[src/rtl/hit_judge.sv]
// Two-track hit judgment, lockout, score/combo/max-combo and timed result code.
// Define JUDGE_DEBOUNCE_EN to add a 2-flop synchronizer and tick-based debouncer per button.
module hit_judge #(
  parameter int PERFECT_PTS    = 10,
  parameter int NORMAL_PTS     = 5,
  parameter int SCORE_W        = 16,
  parameter int COMBO_W        = 8,
  parameter int LOCKOUT_MS     = 100,
  parameter int RESULT_HOLD_MS = 500,
  parameter int DEBOUNCE_MS    = 10
) (
  input  logic               clk,
  input  logic               rst_n,
  input  logic               i_tick,
  input  logic               i_btn_t1,
  input  logic               i_btn_t2,
  input  logic               i_hit_t1,
  input  logic               i_hit_t2,
  input  logic               i_pre_hit_t1,
  input  logic               i_pre_hit_t2,
  input  logic               i_miss_t1,
  input  logic               i_miss_t2,
  output logic               o_clear_t1_perf,
  output logic               o_clear_t1_norm,
  output logic               o_clear_t2_perf,
  output logic               o_clear_t2_norm,
  output logic [SCORE_W-1:0] o_score,
  output logic [COMBO_W-1:0] o_combo,
  output logic [COMBO_W-1:0] o_max_combo,
  output logic [1:0]         o_result,
  output logic               o_result_valid
);
  localparam int LW = $clog2(LOCKOUT_MS + 1);
  localparam int HW = $clog2(RESULT_HOLD_MS + 1);
  localparam logic [LW-1:0]    LOCK_LOAD = LW'(LOCKOUT_MS);
  localparam logic [HW-1:0]    HOLD_LOAD = HW'(RESULT_HOLD_MS);
  localparam logic [SCORE_W:0] PERF_ADD  = (SCORE_W+1)'(PERFECT_PTS);
  localparam logic [SCORE_W:0] NORM_ADD  = (SCORE_W+1)'(NORMAL_PTS);

  typedef enum logic {S_IDLE = 1'b0, S_LOCK = 1'b1} state_t;

  logic [1:0] w_btn_raw, w_hit, w_pre, w_miss_raw;
  logic [1:0] w_lvl, w_press, w_perf, w_norm;
  logic [1:0] r_prev, r_miss;
  state_t     r_state [2];
  logic [LW-1:0] r_lock_cnt [2];
  logic [HW-1:0] r_hold;

  assign w_btn_raw  = {i_btn_t2, i_btn_t1};
  assign w_hit      = {i_hit_t2, i_hit_t1};
  assign w_pre      = {i_pre_hit_t2, i_pre_hit_t1};
  assign w_miss_raw = {i_miss_t2, i_miss_t1};

`ifdef JUDGE_DEBOUNCE_EN
  localparam int DW = $clog2(DEBOUNCE_MS + 1);
  localparam logic [DW-1:0] DB_LAST = DW'(DEBOUNCE_MS - 1);
  logic [1:0]    r_sync1, r_sync2, r_deb;
  logic [DW-1:0] r_db_cnt [2];

  // Levels reset high so a button held through reset never looks like a press.
  always_ff @(posedge clk or negedge rst_n) begin
    if (!rst_n) begin
      r_sync1     <= 2'b11;
      r_sync2     <= 2'b11;
      r_deb       <= 2'b11;
      r_db_cnt[0] <= '0;
      r_db_cnt[1] <= '0;
    end else begin
      r_sync1 <= w_btn_raw;
      r_sync2 <= r_sync1;
      for (int t = 0; t < 2; t++) begin
        if (r_sync2[t] == r_deb[t]) begin
          r_db_cnt[t] <= '0;
        end else if (i_tick) begin
          if (r_db_cnt[t] == DB_LAST) begin
            r_deb[t]    <= r_sync2[t];
            r_db_cnt[t] <= '0;
          end else begin
            r_db_cnt[t] <= r_db_cnt[t] + DW'(1);
          end
        end
      end
    end
  end
  assign w_lvl = r_deb;
`else
  logic [1:0] r_btn;
  logic       w_unused_db;

  always_ff @(posedge clk or negedge rst_n) begin
    if (!rst_n) r_btn <= 2'b11;
    else        r_btn <= w_btn_raw;
  end
  assign w_lvl       = r_btn;
  assign w_unused_db = (DEBOUNCE_MS != 0);
`endif

  always_comb begin
    for (int t = 0; t < 2; t++) begin
      w_press[t] = w_lvl[t] & ~r_prev[t];
      w_perf[t]  = w_press[t] && (r_state[t] == S_IDLE) && w_hit[t];
      w_norm[t]  = w_press[t] && (r_state[t] == S_IDLE) && !w_hit[t] && w_pre[t];
    end
  end

  always_ff @(posedge clk or negedge rst_n) begin
    if (!rst_n) begin
      r_prev          <= 2'b11;
      r_miss          <= 2'b00;
      o_clear_t1_perf <= 1'b0;
      o_clear_t1_norm <= 1'b0;
      o_clear_t2_perf <= 1'b0;
      o_clear_t2_norm <= 1'b0;
      for (int t = 0; t < 2; t++) begin
        r_state[t]    <= S_IDLE;
        r_lock_cnt[t] <= '0;
      end
    end else begin
      r_prev          <= w_lvl;
      r_miss          <= w_miss_raw;
      o_clear_t1_perf <= w_perf[0];
      o_clear_t1_norm <= w_norm[0];
      o_clear_t2_perf <= w_perf[1];
      o_clear_t2_norm <= w_norm[1];
      for (int t = 0; t < 2; t++) begin
        if (r_state[t] == S_IDLE) begin
          if (w_perf[t] || w_norm[t]) begin
            r_state[t]    <= S_LOCK;
            r_lock_cnt[t] <= LOCK_LOAD;
          end
        end else begin
          if (r_lock_cnt[t] == '0)  r_state[t]    <= S_IDLE;
          else if (i_tick)          r_lock_cnt[t] <= r_lock_cnt[t] - LW'(1);
        end
      end
    end
  end

  logic [SCORE_W:0]   w_pts, w_score_sum;
  logic [1:0]         w_hits;
  logic [COMBO_W:0]   w_combo_sum;
  logic [COMBO_W-1:0] w_combo_next;
  logic [1:0]         w_code;
  logic               w_any_miss, w_event;

  always_comb begin
    w_pts = '0;
    for (int t = 0; t < 2; t++) begin
      if (w_perf[t])      w_pts = w_pts + PERF_ADD;
      else if (w_norm[t]) w_pts = w_pts + NORM_ADD;
    end
  end

  assign w_score_sum  = {1'b0, o_score} + w_pts;
  assign w_hits       = 2'(w_perf[0] | w_norm[0]) + 2'(w_perf[1] | w_norm[1]);
  assign w_combo_sum  = {1'b0, o_combo} + (COMBO_W+1)'(w_hits);
  assign w_any_miss   = |r_miss;
  // A miss wins over any hit judged in the same cycle, but the hit's points still count.
  assign w_combo_next = w_any_miss ? '0 : (w_combo_sum[COMBO_W] ? '1 : w_combo_sum[COMBO_W-1:0]);
  assign w_code       = w_any_miss ? 2'd3 : (|w_norm ? 2'd2 : (|w_perf ? 2'd1 : 2'd0));
  assign w_event      = w_any_miss | (|w_perf) | (|w_norm);

  always_ff @(posedge clk or negedge rst_n) begin
    if (!rst_n) begin
      o_score        <= '0;
      o_combo        <= '0;
      o_max_combo    <= '0;
      o_result       <= 2'd0;
      o_result_valid <= 1'b0;
      r_hold         <= '0;
    end else begin
      o_score <= w_score_sum[SCORE_W] ? '1 : w_score_sum[SCORE_W-1:0];
      o_combo <= w_combo_next;
      if (w_combo_next > o_max_combo) o_max_combo <= w_combo_next;
      if (w_event) begin
        o_result       <= w_code;
        o_result_valid <= 1'b1;
        r_hold         <= HOLD_LOAD;
      end else if (o_result_valid) begin
        if (r_hold == '0) begin
          o_result       <= 2'd0;
          o_result_valid <= 1'b0;
        end else if (i_tick) begin
          r_hold <= r_hold - HW'(1);
        end
      end
    end
  end
endmodule

[config.mk]
export PLATFORM = sky130hd
export DESIGN_NAME = hit_judge
export DESIGN_NICKNAME = d
export VERILOG_FILES = /design/src/rtl/hit_judge.sv
export SDC_FILE = /design/constraint.sdc
export NUM_CORES = 1
export LEC_CHECK = 0
export ABC_AREA = 1
export ABC_CLOCK_PERIOD_IN_PS = 3100
export CORE_UTILIZATION = 52
export CTS_BUF_LIST = sky130_fd_sc_hd__clkbuf_4
export CTS_CLUSTER_SIZE = 12
export DETAILED_ROUTE_END_ITERATION = 8
export PLACE_DENSITY_LB_ADDON = 0.3
export SYNTH_ARGS = -nofsm -noshare
export SYNTH_HDL_FRONTEND = slang
export SYNTH_SLANG_ARGS = --single-unit
export TNS_END_PERCENT = 20
[constraint.sdc]
create_clock -name clk -period 3.1 [get_ports clk]
set_input_delay 0.31 -clock clk [delete_from_list [all_inputs] [get_ports clk]]
set_output_delay 0.31 -clock clk [all_outputs]
set_load 0.02 [all_outputs]
==> flow_summary.toml, run 1 <==
[clock_network]
htree_levels = 3
cts_tree = "done"
insertion_delay_ns = 0.42
path_clk_slew_ns = 0.11
numCtsBuffers = 9
cts-root-buf = "clkbuf_4"
clockBufferDepth = 2
cts_sinks = 70

[detailed_routing]
avgViaCountPerCell = 5.14
drtPass1Iterations = 7
ant_nets = 0
wl_um = 8660
dr_total_vias = 3474
drc = 0
first_iter_violations = 146
routedWlPerCell_um = 12.8

[hold_path]
hold_depth = 1
hold_path_startpoint = "i_btn_t1"
hp-class = "in2reg"
min_to = "r_btn[0]$_DFF_PN1_"

[floorplanning]
die_y_um = 88.4
rows = 31
die_area_mm2 = 0.00781
start_util_pct = 53.8
io_pins = 50
core_mm2 = 0.00721
die_w_um = 88.4

[yosys]
ys_seq_area_share_pct = 45.3
synth_area_mm2 = 0.00388
synth_cell_types = 32
ys_warn_count = 0
ys_ff_latch = 70
syn_area_per_cell_um2 = 8.00
syn_nets = 515
postSynthCellCount = 485

[timing]
setup_tns_ns = -0.00204
fmax_ghz = 0.322
slew_headroom_pct = 63.3
rsz0062_at_grt = "true"
timing.final.crit_share_pct = 100
fin_ws_ns = -0.00204
fin_crit_ns = 3.10
hold_viol = 0
setup_viol = 1
maxSlewViolCount = 0
tightest_slew_ns = 0.550
finalClockSkew_ns = 0.0115

[critical_path]
r2r-end = "o_max_combo[2]$_DFFE_PN0N_"
r2r_slack_ns = -0.002
crit_buf_inv = 4
startpoint = "r_btn[0]$_DFF_PN1_"
crit_chain = "nand2_1 > nor2_1 > nand2_2 > inv_2 > nor2_4 > fa_2 > inv_2 > ha_4 > nand2_2 > inv_2 > nand3_4 > nor3_4 > nor2_2 > ha_1 > nand2_2 > nor2_4 > nand4_1 > buf_4 > nand3_2 > nand2_1"
slowest_stage = "dfstp_2"
crit_path_max_fanout = 3
crit_type = "reg2reg"
cp_top_family = "simple AND/OR/NAND/NOR gates"
cpPeakStageDelay_ns = 0.55
cp.required_ns = 3.41
startpoint_type = "flop"
end_kind = "flop"
critical_path_arrival_ns = 3.42
r2r_cells = 20
worstReg2RegStart = "r_btn[0]$_DFF_PN1_"

[grt]
use_met3_pct = 6.44
first_global_vias = 3176
grt.total_usage_pct = 23.3
antenna_found_initial = 0
grt_use_met2_pct = 38.7
grt_max_degree = 27
grt_remaining_overflow = 0
grt_pass1_wl_um = 13900
grt.met1_usage_pct = 29.4
busiest_layer = "met2"

[pwr]
leakage_uw = 0.00247
ir_worst_vdd_mv = 0.411
total_power_uw = 3150
power_density_mw_per_mm2 = 626

[layout]
final_cell_mix = "nand2_1 (141), dfrtp_1 (66), inv_1 (55)"
fin_nets = 602
syn2layout_area_growth_pct = 29.8
n_antenna_cell = 0
design_area_mm2 = 0.00504
drive_gt1_share_pct = 18.0
layout_commonest_cell = "nand2_1"
fin_util_pct = 69.8

[status]
failed_checks = "negative setup slack"
status = "finished, violations left"

[placement]
port_buffers = 49
place.gp.congestion = 0.910
placed_area_mm2 = 0.00468
place.detailed.hpwl_um = 6160

[job]
cap_violations = 0
## layer usage
| layer | share of wire (%) | wire [um] |
|---|---|---|
| met1 | 43 | 3750 |
| met2 | 50 | 4360 |
| met3 | 4.7 | 408 |
| met4 | 1.6 | 141 |
| met5 | 0 | 0 |
## metrics by stage
stage / setup WS, ns / hold slack [ns] / std cells
floorplan: 0.00384 / 0.0144 / 485
global placement: -0.340 / 0.322 / 657
detailed placement: -0.443 / 0.324 / 657
CTS: -0.0104 / 0.266 / 676
global route: -0.216 / 0.278 / 676
finish: -0.00204 / 0.290 / 676
## report_power, final
part | leakage, uW | internal (uW) | switching, uW
Sequential | 0.000868 | 1090 | 152
Combinational | 0.00150 | 467 | 632
Clock | 0.000104 | 485 | 326
Total | 0.00247 | 2040 | 1110
## worst max path at each step
stage,end,cells after the start
after floorplan,o_max_combo[1]$_DFFE_PN0N_,24
after global placement,o_max_combo[7]$_DFFE_PN0N_,25
after detailed placement,o_max_combo[1]$_DFFE_PN0N_,25
after CTS,o_max_combo[3]$_DFFE_PN0N_,22
after global routing,o_max_combo[5]$_DFFE_PN0N_,22
final,o_max_combo[2]$_DFFE_PN0N_,20
## state kept, by name, indices dropped and copies added, names as in the netlist
register	flops
r_miss	2
r_lock_cnt	14
r_prev	2
o_clear_t2_perf	1
o_score	16
o_result	2
o_clear_t2_norm	1
o_clear_t1_norm	1
o_combo	8
r_state	2
o_result_valid	1
r_hold	9
o_max_combo	8
o_clear_t1_perf	1
r_btn	2
## cells in the mapped netlist, drive strengths merged
| master | number | area (um2) |
|---|---|---|
| nor2 | 44 | 209 |
| a31o | 1 | 8.76 |
| fa | 2 | 40.0 |
| a21o | 1 | 7.51 |
| or2 | 3 | 18.8 |
| xnor2 | 5 | 43.8 |
| nand3 | 60 | 328 |
| o21ai | 15 | 75.1 |
| ha | 17 | 213 |
| xor2 | 7 | 61.3 |
| o22ai | 2 | 12.5 |
| a21oi | 10 | 50.1 |
| inv | 65 | 244 |
| nand4 | 7 | 50.1 |
| dfrtp | 66 | 1650 |
| nand3b | 10 | 75.1 |
| o21bai | 2 | 15.0 |
| buf | 4 | 37.5 |
| dfstp | 4 | 105 |
| nand2 | 154 | 603 |
| nor3 | 6 | 30.0 |
## cell families after synthesis
kind of cell / Yosys count / share of synthesized area (%)
fa+ha+maj: 19 / 6.52
simple gates: 284 / 33.9
xor+xnor: 12 / 2.71
buf+inv: 69 / 7.26
compound gates: 31 / 4.35
flops: 70 / 45.3
## timing repair
item | 4_1_cts | 5_1_grt
hold buffers | 1 | 0
setup buffers | 2 | 0
pin swaps | 2 | 19
setup endpoints to repair | 8 | 8
hold endpoints to repair | 19 | 0
resized for setup | 15 | 22
## final cells by class
type	instances	area, um2
flip-flops and latches	70	1760
clock inverters	7	136
well taps	99	124
inverters	65	246
fillers	591	2180
clock buffers	9	67.6
multi-input cells	346	1970
repair buffers	80	733
No activity file was read; power rests on OpenSTA's default activity.
==> inputs of run 2 (changes only) <==
--- a/config.mk
+++ b/config.mk
@@ -7,10 +7,11 @@
 export LEC_CHECK = 0
 export ABC_AREA = 1
 export ABC_CLOCK_PERIOD_IN_PS = 3100
-export CORE_UTILIZATION = 52
-export CTS_BUF_LIST = sky130_fd_sc_hd__clkbuf_4
+export CORE_UTILIZATION = 50
+export CTS_BUF_LIST = sky130_fd_sc_hd__clkbuf_16
 export CTS_CLUSTER_SIZE = 12
 export DETAILED_ROUTE_END_ITERATION = 8
+export GPL_ROUTABILITY_DRIVEN = 0
 export PLACE_DENSITY_LB_ADDON = 0.3
 export SYNTH_ARGS = -nofsm -noshare
 export SYNTH_HDL_FRONTEND = slang
==> flow_summary.toml, run 2 (synthesis results as in run 1) <==
[clock_network]
cts_tree = "done"
cts_sinks = 70
htree_levels = 3
clockBufferDepth = 2
numCtsBuffers = 9
insertion_delay_ns = 0.33
path_clk_slew_ns = 0.05
cts-root-buf = "clkbuf_16"

[timing]
slew_headroom_pct = 40.7
timing.final.crit_share_pct = 101
fin_ws_ns = -0.0269
finalClockSkew_ns = 0.00794
hold_viol = 0
fmax_ghz = 0.320
setup_viol = 6
rsz0062_at_grt = "true"
fin_crit_ns = 3.13
holdWs_ns = 0.183
maxSlewViolCount = 0
tightest_slew_ns = 0.890

[critical_path]
startpoint_type = "flop"
critical_path_arrival_ns = 3.39
cp_top_family = "simple AND/OR/NAND/NOR gates"
crit_path_max_fanout = 6
crit_type = "reg2reg"
slowest_stage = "dfstp_2"
cp_common_cell = "nand2_2"
crit_buf_inv = 5
crit_chain = "nand2_2 > nor2_2 > nand2_2 > inv_2 > nor2_4 > fa_2 > inv_2 > ha_4 > nand2_2 > inv_2 > nand3_4 > nor3_4 > nor2_2 > ha_1 > nand2_2 > nor2_2 > buf_4 > nand2_2 > buf_4 > a21oi_4 > nand2_1 > nand2_1"
cp.required_ns = 3.36
end_kind = "flop"
cpPeakStageDelay_ns = 0.54

[layout]
drive_gt1_share_pct = 17.7
syn2layout_area_growth_pct = 31.7
reg.largest.list = "o_score x16, r_lock_cnt x14, r_hold x9"
fillCellCount = 585
n_antenna_cell = 0
final_cells = 674
final_cell_mix = "nand2_1 (140), dfrtp_1 (66), inv_1 (57)"
regMostFlops = "o_score"
fin_nets = 600
layout_commonest_cell = "nand2_1"
largest_reg_flops = 16
design_area_mm2 = 0.00511

[floorplanning]
die_w_um = 90.1
rows = 31
die_area_mm2 = 0.00811
start_util_pct = 52.6
io_pins = 50
core_mm2 = 0.00737
die_y_um = 90.1

[detailed_routing]
dr_total_vias = 3498
wl_um = 8890
drc = 0
avgViaCountPerCell = 5.19
first_iter_violations = 189
drtPass1Iterations = 4
routedWlPerCell_um = 13.2
ant_nets = 0

[grt]
grt_max_degree = 71
antenna_found_initial = 0
first_global_vias = 3357
grt_remaining_overflow = 0
grt.total_usage_pct = 22.5
grt_pass1_wl_um = 14700

[status]
failed_checks = "negative setup slack"
status = "finished, violations left"

[pwr]
total_power_uw = 3390
leakage_uw = 0.00252
power_density_mw_per_mm2 = 664
ir_worst_vdd_mv = 0.500

[hold_path]
hp-class = "in2async"

[placement]
placed_area_mm2 = 0.00465
place.detailed.hpwl_um = 6120
port_buffers = 49
pre_cts_slack_ns = -0.525
dp.cells = 654

[job]
cap_violations = 0
## run 2: changes by cell type in the layout (fill, tap and decap cells not counted), moves of 2 or more
| cell | change |
|---|---|
| bufinv_16 | -2 |
| clkbuf_16 | +9 |
| clkbuf_4 | -9 |
| inv_1 | +2 |
| nor2_2 | +3 |
| nor2_4 | -2 |
## run 2: layer usage
layer | GRT usage [%] | vias to the layer above | routed length, um
met4 | 11.3 | 0 | 239
met3 | 3.47 | 25 | 301
met5 | 0 | - | 0
li1 | - | 1720 | -
met1 | 29.0 | 1664 | 4080
met2 | 37.0 | 89 | 4260
## run 2: area by class of cell
class / instances / area [um2] / share of cell area, %
Clock buffer: 9 / 225 / 4.41
Clock inverter: 7 / 81.3 / 1.59
Inverter: 65 / 244 / 4.78
Multi-Input combinational cell: 346 / 1960 / 38.4
Sequential cell: 70 / 1760 / 34.4
Tap cell: 99 / 124 / 2.42
Timing Repair Buffer: 78 / 716 / 14.0
## run 2: where the power goes
group	internal [uW]	total (uW)	leakage [uW]	switching, uW
sequential	1090	1250	0.000868	153
clock	692	1060	0.000159	364
combinational	462	1090	0.00149	629
## run 2: repair_timing
item / in CTS / in global routing
hold buffers: 0 / 0
endpoints found under the setup margin: 8 / 8
resized for setup: 14 / 20
pin swaps: 5 / 11
setup buffers: 0 / 4
## run 2: through the flow
stage          utilization [%]  setup TNS (ns)
2_1_floorplan                -               0
3_3_place_gp              63.2           -2.77
3_5_place_dp              63.2           -4.08
4_1_cts                   68.0               0
5_1_grt                   69.3           -1.55
6_report                  69.3         -0.0955
## run 2: worst paths after layout
path                       depth (start not counted)                    endpoint  slack [ns]               start
hold / removal                                     2   r_lock_cnt[3]$_DFFE_PN0P_        0.18               rst_n
setup / recovery                                  22  o_max_combo[3]$_DFFE_PN0N_       -0.03  r_btn[0]$_DFF_PN1_
min in group clk                                   0         r_prev[1]$_DFF_PN1_        0.39  r_btn[1]$_DFF_PN1_
max in group asynchronous                          2       r_hold[2]$_DFFE_PN0P_        2.33               rst_n
hold reg to reg                                    0         r_prev[1]$_DFF_PN1_        0.39  r_btn[1]$_DFF_PN1_
setup reg to reg                                  22  o_max_combo[3]$_DFFE_PN0N_       -0.03  r_btn[0]$_DFF_PN1_
## run 2: worst register-to-register path, stage by stage, from the launching register on
cell     delay, ns
dfstp_2       0.54
nand2_2       0.06
nor2_2        0.10
nand2_2       0.07
inv_2         0.07
nor2_4        0.04
fa_2          0.36
inv_2         0.08
ha_4          0.14
nand2_2       0.06
inv_2         0.07
nand3_4       0.08
nor3_4        0.19
nor2_2        0.06
ha_1          0.31
nand2_2       0.07
nor2_2        0.12
buf_4         0.13
nand2_2       0.06
buf_4         0.14
a21oi_4       0.18
nand2_1       0.08
nand2_1       0.06
==> inputs of run 3 (changes only) <==
--- a/config.mk
+++ b/config.mk
@@ -12,6 +12,7 @@
 export CTS_CLUSTER_SIZE = 12
 export DETAILED_ROUTE_END_ITERATION = 8
 export GPL_ROUTABILITY_DRIVEN = 0
+export HOLD_SLACK_MARGIN = 0.06
 export PLACE_DENSITY_LB_ADDON = 0.3
 export SYNTH_ARGS = -nofsm -noshare
 export SYNTH_HDL_FRONTEND = slang
==> results of run 3 <==
No change in the layout: final DEF, timing and power equal those of run 2.
